`config.mk`:
```
export PLATFORM = sky130hd
export DESIGN_NAME = vec_issue_unit
export DESIGN_NICKNAME = d
export VERILOG_FILES = /design/src/rtl/vec_issue_unit.sv
export SDC_FILE = /design/constraint.sdc
export NUM_CORES = 2
export LEC_CHECK = 0
export CAP_MARGIN = 20
export CORE_UTILIZATION = 39
export CTS_BUF_LIST = sky130_fd_sc_hd__clkbuf_4
export DETAILED_ROUTE_END_ITERATION = 8
export GPL_TIMING_DRIVEN = 0
export RECOVER_POWER = 100
export REMOVE_ABC_BUFFERS = 1
export SYNTH_ARGS = -nofsm -noshare
export SYNTH_HDL_FRONTEND = slang
export SYNTH_SLANG_ARGS = --single-unit
```
`constraint.sdc`:
```
create_clock -name clock -period 4.6 [get_ports clock]
set_input_delay 0.69 -clock clock [delete_from_list [all_inputs] [get_ports clock]]
set_output_delay 0.69 -clock clock [all_outputs]
set_load 0.02 [all_outputs]
```
`src/rtl/vec_issue_unit.sv`:
```
// rtl/vec_issue_unit.sv - Single-stage vector issue unit: register file, S1 issue stage, writeback from VecUnit.
// Lanes are carried as IEEE-754 single-precision bit patterns, lane 0 in the low 32 bits.
module vec_issue_unit #(
  parameter int WIDTH = 4,
  parameter int NREGS = 8,
  localparam int AW = $clog2(NREGS),
  localparam int DW = WIDTH * 32
) (
  input  logic          clock,
  input  logic          reset_n,
  input  logic          ld_valid,
  input  logic [AW-1:0] ld_addr,
  input  logic [DW-1:0] ld_data,
  input  logic          instr_valid,
  output logic          instr_ready,
  input  logic [1:0]    instr_op,
  input  logic [AW-1:0] instr_rd,
  input  logic [AW-1:0] instr_rs1,
  input  logic [AW-1:0] instr_rs2,
  input  logic [31:0]   instr_k,
  output logic [1:0]    vu_op,
  output logic [DW-1:0] vu_in1,
  output logic [DW-1:0] vu_in2,
  output logic [31:0]   vu_inK,
  input  logic [DW-1:0] vu_out,
  input  logic [AW-1:0] rd_addr,
  output logic [DW-1:0] rd_data,
  output logic          busy,
  output logic [15:0]   retire_count
);

  localparam logic [1:0] OP_ADD   = 2'd0;
  localparam logic [1:0] OP_SUB   = 2'd1;
  localparam logic [1:0] OP_SCALE = 2'd2;

  logic [DW-1:0] regs [NREGS];

  logic          s1_valid;
  logic [1:0]    s1_op;
  logic [AW-1:0] s1_rd;
  logic [DW-1:0] s1_in1;
  logic [DW-1:0] s1_in2;
  logic [31:0]   s1_k;

  logic uses_rs2;
  logic hazard;
  logic accept;
  logic wb_en;

  assign uses_rs2    = (instr_op == OP_ADD) || (instr_op == OP_SUB);
  // rd == rs1 of the offered instruction is never a hazard; only S1's destination matters.
  assign hazard      = s1_valid && ((instr_rs1 == s1_rd) || (uses_rs2 && (instr_rs2 == s1_rd)));
  assign instr_ready = reset_n && !ld_valid && !hazard;
  assign accept      = instr_valid && instr_ready;
  assign wb_en       = s1_valid && !(ld_valid && (ld_addr == s1_rd));

  assign vu_op  = s1_op;
  assign vu_in1 = s1_in1;
  assign vu_in2 = s1_in2;
  assign vu_inK = s1_k;
  assign busy   = s1_valid;

  always_ff @(posedge clock or negedge reset_n) begin
    if (!reset_n) begin
      s1_valid     <= 1'b0;
      s1_op        <= OP_ADD;
      s1_rd        <= '0;
      s1_in1       <= '0;
      s1_in2       <= '0;
      s1_k         <= '0;
      rd_data      <= '0;
      retire_count <= '0;
    end else begin
      s1_valid <= accept;
      if (accept) begin
        s1_op  <= instr_op;
        s1_rd  <= instr_rd;
        s1_in1 <= regs[instr_rs1];
        s1_in2 <= uses_rs2 ? regs[instr_rs2] : '0;
        s1_k   <= (instr_op == OP_SCALE) ? instr_k : '0;
      end else begin
        s1_op  <= OP_ADD;
        s1_rd  <= '0;
        s1_in1 <= '0;
        s1_in2 <= '0;
        s1_k   <= '0;
      end
      rd_data <= regs[rd_addr];
      if (s1_valid) begin
        retire_count <= retire_count + 16'd1;
      end
    end
  end

  // A colliding host load suppresses the writeback, so the load always lands.
  always_ff @(posedge clock or negedge reset_n) begin
    if (!reset_n) begin
      for (int i = 0; i < NREGS; i++) begin
        regs[i] <= '0;
      end
    end else begin
      if (wb_en) begin
        regs[s1_rd] <= vu_out;
      end
      if (ld_valid) begin
        regs[ld_addr] <= ld_data;
      end
    end
  end

endmodule

```
==> results.cfg <==
[floorplanning]
die_y_um = 474.5
ios = 745
fp.coreArea_mm2 = 0.2221
num_rows = 173
die_w_um = 474.5
die-area_mm2 = 0.2251
start_util_pct = 39.20

[yosys]
synth-compound-area-share_pct = 11.41
synth_xor_area_share_pct = 0.2414
synthCells = 7491
yosysSeqAreaShare_pct = 42.02
yosys-top-cells-area = dfrtp_1 42%, mux4_2 20%, a221o_1 10%, nor3_1 6.8%, nor2b_1 5.5%
syn_avg_cell_area_um2 = 11.62
synthAdderAreaFrac_pct = 0.01437
synthMuxAreaShare_pct = 24.48
ys_warn_count = 0
ys_types = 31
synthSimpleGateAreaFrac_pct = 17.29
synth_top_family_by_area = multiplexers
ys_seq_elements = 1462
synth_area_mm2 = 0.08707
synth_top_area_share_pct = 42.02
synth_top_area_cell = dfrtp_1

[power]
powerDensity_mw_per_mm2 = 372.0
finalPower_uw = 40430
intPower_uw = 27760
pwr-share-seq_pct = 42.2
peakVddDrop_mv = 0.2645
leakagePower_uw = 0.04496
combPwrFrac_pct = 27.0
p_switching_uw = 12670
swShare_pct = 31.34
clkPwrFrac_pct = 30.8

[global_routing]
antenna_found_initial = 46
grt_pass1_vias = 77530
grt_pass1_wl_um = 530600
grt_max_degree = 176
overflow = 0
grtUsageTotal_pct = 31.91

[route]
routed_wirelength_um = 365000
routed_via_density = 6.554
wl_met2_um = 163900
dr.pass1.iters = 7
vias = 76180
drc = 0
final_antenna_net_count = 0
met1_length_um = 138200
routedWlPerCell_um = 31.40
drt_iter0_markers = 10100
dr_wl_met3_um = 42820
top_layer = met5

[final_layout]
area_growth_pct = 24.83
nNetsFinal = 8614
fin_util_pct = 48.94
drive_gt1_share_pct = 21.46

[timing]
setup_tns_ns = -2.981
worst_slack_ns = -0.1767
finalSetupViolCount = 37
max_slew_margin_pct = -169.7
fin_crit_sh_pct = 103.8
worst_slew_pin_slew_ns = 4.046
skew_ns = 0.1845
finalCriticalPeriod_ns = 4.777
rsz0062_at_grt = no
drv_slew = 1001
fmax_mhz = 209.3
hold_violations = 0

[cts]
cts_sinks = 1462
cts_buffers = 428
clock_latency_ns = 1.53
cts_tree = done
htree_levels = 5
path_clk_slew_ns = 0.07
cts_max_path_buffers = 4
ctsRootBufferMaster = clkbuf_4

[worst_setup_path]
crit-reg2reg-launch = busy
crit_type = input pin to register
cp_data_arrival_time_ns = 6.03
startpoint_type = input pin
startpoint = rd_addr[1]
endpoint_kind = register
reg2reg_depth = 8
crit_required_ns = 5.86
cp_max_fo = 80

[worst_hold_path]
hold_start = vu_out[76]
hold_path.class = input pin to register
whs_path_depth = 4

[outcome]
status = finished with violations
violations = max-capacitance violations, max-slew violations, negative setup slack

[place]
dp.final_hpwl_um = 218100
io_buffers = 744
place_ws_ns = -0.2436
place_congestion = 0.7994

[flow_run]
drv_cap = 11
-- what timing repair did --
| item | 4_1_cts | 5_1_grt |
|---|---|---|
| hold endpoints to repair | 1684 | 0 |
| setup endpoints to repair | 1 | 1 |
| pin swaps | 2 | 0 |
| resized for setup | 3 | 2 |
| hold buffers | 346 | 0 |
| setup buffers | 6 | 0 |
| cloned | 1 | 2 |
-- power by group through the flow --
stage | clock (uW) | combinational (uW) | sequential (uW)
2_1_floorplan | 0 | 6550 | 17000
3_3_place_gp | 0 | 11900 | 17100
3_5_place_dp | 0 | 10500 | 17100
4_1_cts | 12700 | 11000 | 17000
5_1_grt | 13400 | 11600 | 17300
6_report | 12500 | 10900 | 17100
-- area by class of cell --
type | count | area (um^2)
multi-input combinational | 5019 | 46660
clock buffer | 624 | 4684
inverter | 1 | 3.754
sequential | 1462 | 36590
fill | 19780 | 113400
antenna | 29 | 72.57
timing repair buffer | 1392 | 16400
tap | 2975 | 3722
clock inverter | 121 | 564.3
-- logic make-up after synthesis --
| family | Yosys count |
|---|---|
| and+or+nand+nor | 2815 |
| DFF | 1462 |
| muxes | 1153 |
| AOI/OAI and AO/OA | 1025 |
| buffers and inverters | 1011 |
| xor gates and xnor gates | 24 |
| adders and majority gates | 1 |
-- per-stage QoR --
stage,area [um^2],hold slack (ns),std cells
2_1_floorplan,83110,0.3944,6481
3_3_place_gp,94280,0.4628,10200
3_5_place_dp,100400,0.4657,10490
4_1_cts,109300,0.00008071,11590
5_1_grt,108700,0.08188,11620
6_report,108700,0.1847,11620
-- cell usage after synthesis, drive strengths merged --
cell type / instances
mux2i: 256
or3: 131
and4: 1
and3: 3
xnor2: 14
nand4: 4
nand2: 426
nor3: 1191
a221o: 896
xor2: 10
mux4: 768
o211ai: 128
dfrtp: 1462
ha: 1
mux2: 129
nand3: 5
inv: 1
nand2b: 131
or2: 1
clkbuf: 685
nor4: 1
buf: 325
or3b: 5
nor2b: 771
nor3b: 5
nand3b: 3
o21a: 1
and2: 128
nor2: 9
-- state kept, by name, indices dropped and copies added (netlist names) --
register      cells
vu_op             2
busy              1
vu_in1          128
rd_data         128
retire_count     16
regs           1024
vu_inK           32
vu_in2          128
s1_rd             3
-- routing by layer --
metal	track usage [%]	vias to the layer above
met1	42.15	38570
met2	48.01	5579
met4	17.02	26
met3	8.277	1150
met5	0	-
li1	-	30850
-- path summary, 6_finish.rpt --
| kind | end | slack (ns) |
|---|---|---|
| min in group asynchronous | regs[244] | 0.59 |
| worst min-delay path | regs[204] | 0.18 |
| worst max register to register | regs[542] | 0.04 |
| max in group asynchronous | regs[866] | 0.55 |
| worst min register to register | retire_count[15] | 0.47 |
| worst max-delay path | rd_data[12] | -0.18 |
-- cells in the final DEF (no fill, tap or decap), types with 3 or more instances in the layout --
| cell type | Yosys | final |
|---|---|---|
| clkbuf_4 | 0 | 638 |
| clkbuf_1 | 685 | 15 |
| diode_2 | 0 | 29 |
| mux4_2 | 768 | 768 |
| xor2_1 | 10 | 10 |
| nor2_4 | 0 | 6 |
| nand3_1 | 5 | 4 |
| or3_1 | 131 | 129 |
| dlygate4sd3_1 | 0 | 774 |
| dfrtp_1 | 1462 | 1461 |
| a221o_1 | 896 | 896 |
| o211ai_1 | 128 | 128 |
| clkdlybuf4s50_1 | 0 | 299 |
| nor2b_1 | 771 | 770 |
| inv_2 | 0 | 5 |
| and3_1 | 3 | 3 |
| buf_16 | 0 | 99 |
| xnor2_1 | 14 | 14 |
| clkbuf_2 | 0 | 11 |
| clkinv_2 | 0 | 10 |
| clkinv_1 | 0 | 99 |
| nand3b_1 | 3 | 3 |
| buf_8 | 0 | 50 |
| bufinv_16 | 0 | 3 |
| nor3_2 | 0 | 4 |
| buf_4 | 1 | 6 |
| nand2b_1 | 131 | 131 |
| nand2_1 | 426 | 426 |
| nor3_1 | 1191 | 1187 |
| or3b_4 | 0 | 4 |
| nand4_1 | 4 | 4 |
| mux2_2 | 129 | 110 |
| mux2i_1 | 256 | 256 |
| and2_1 | 128 | 128 |
| mux2_1 | 0 | 19 |
| buf_12 | 0 | 58 |
| buf_6 | 0 | 61 |
| nor2_1 | 9 | 3 |
| nor3b_1 | 5 | 5 |
-- worst max-delay path, cell delays in order --
cell and delay [ns]:
dlygate4sd3_1 0.53, clkbuf_1 2.81, buf_6 1.03, mux4_2 0.44, mux2_2 0.29
Power figures use the tool's default switching activity.
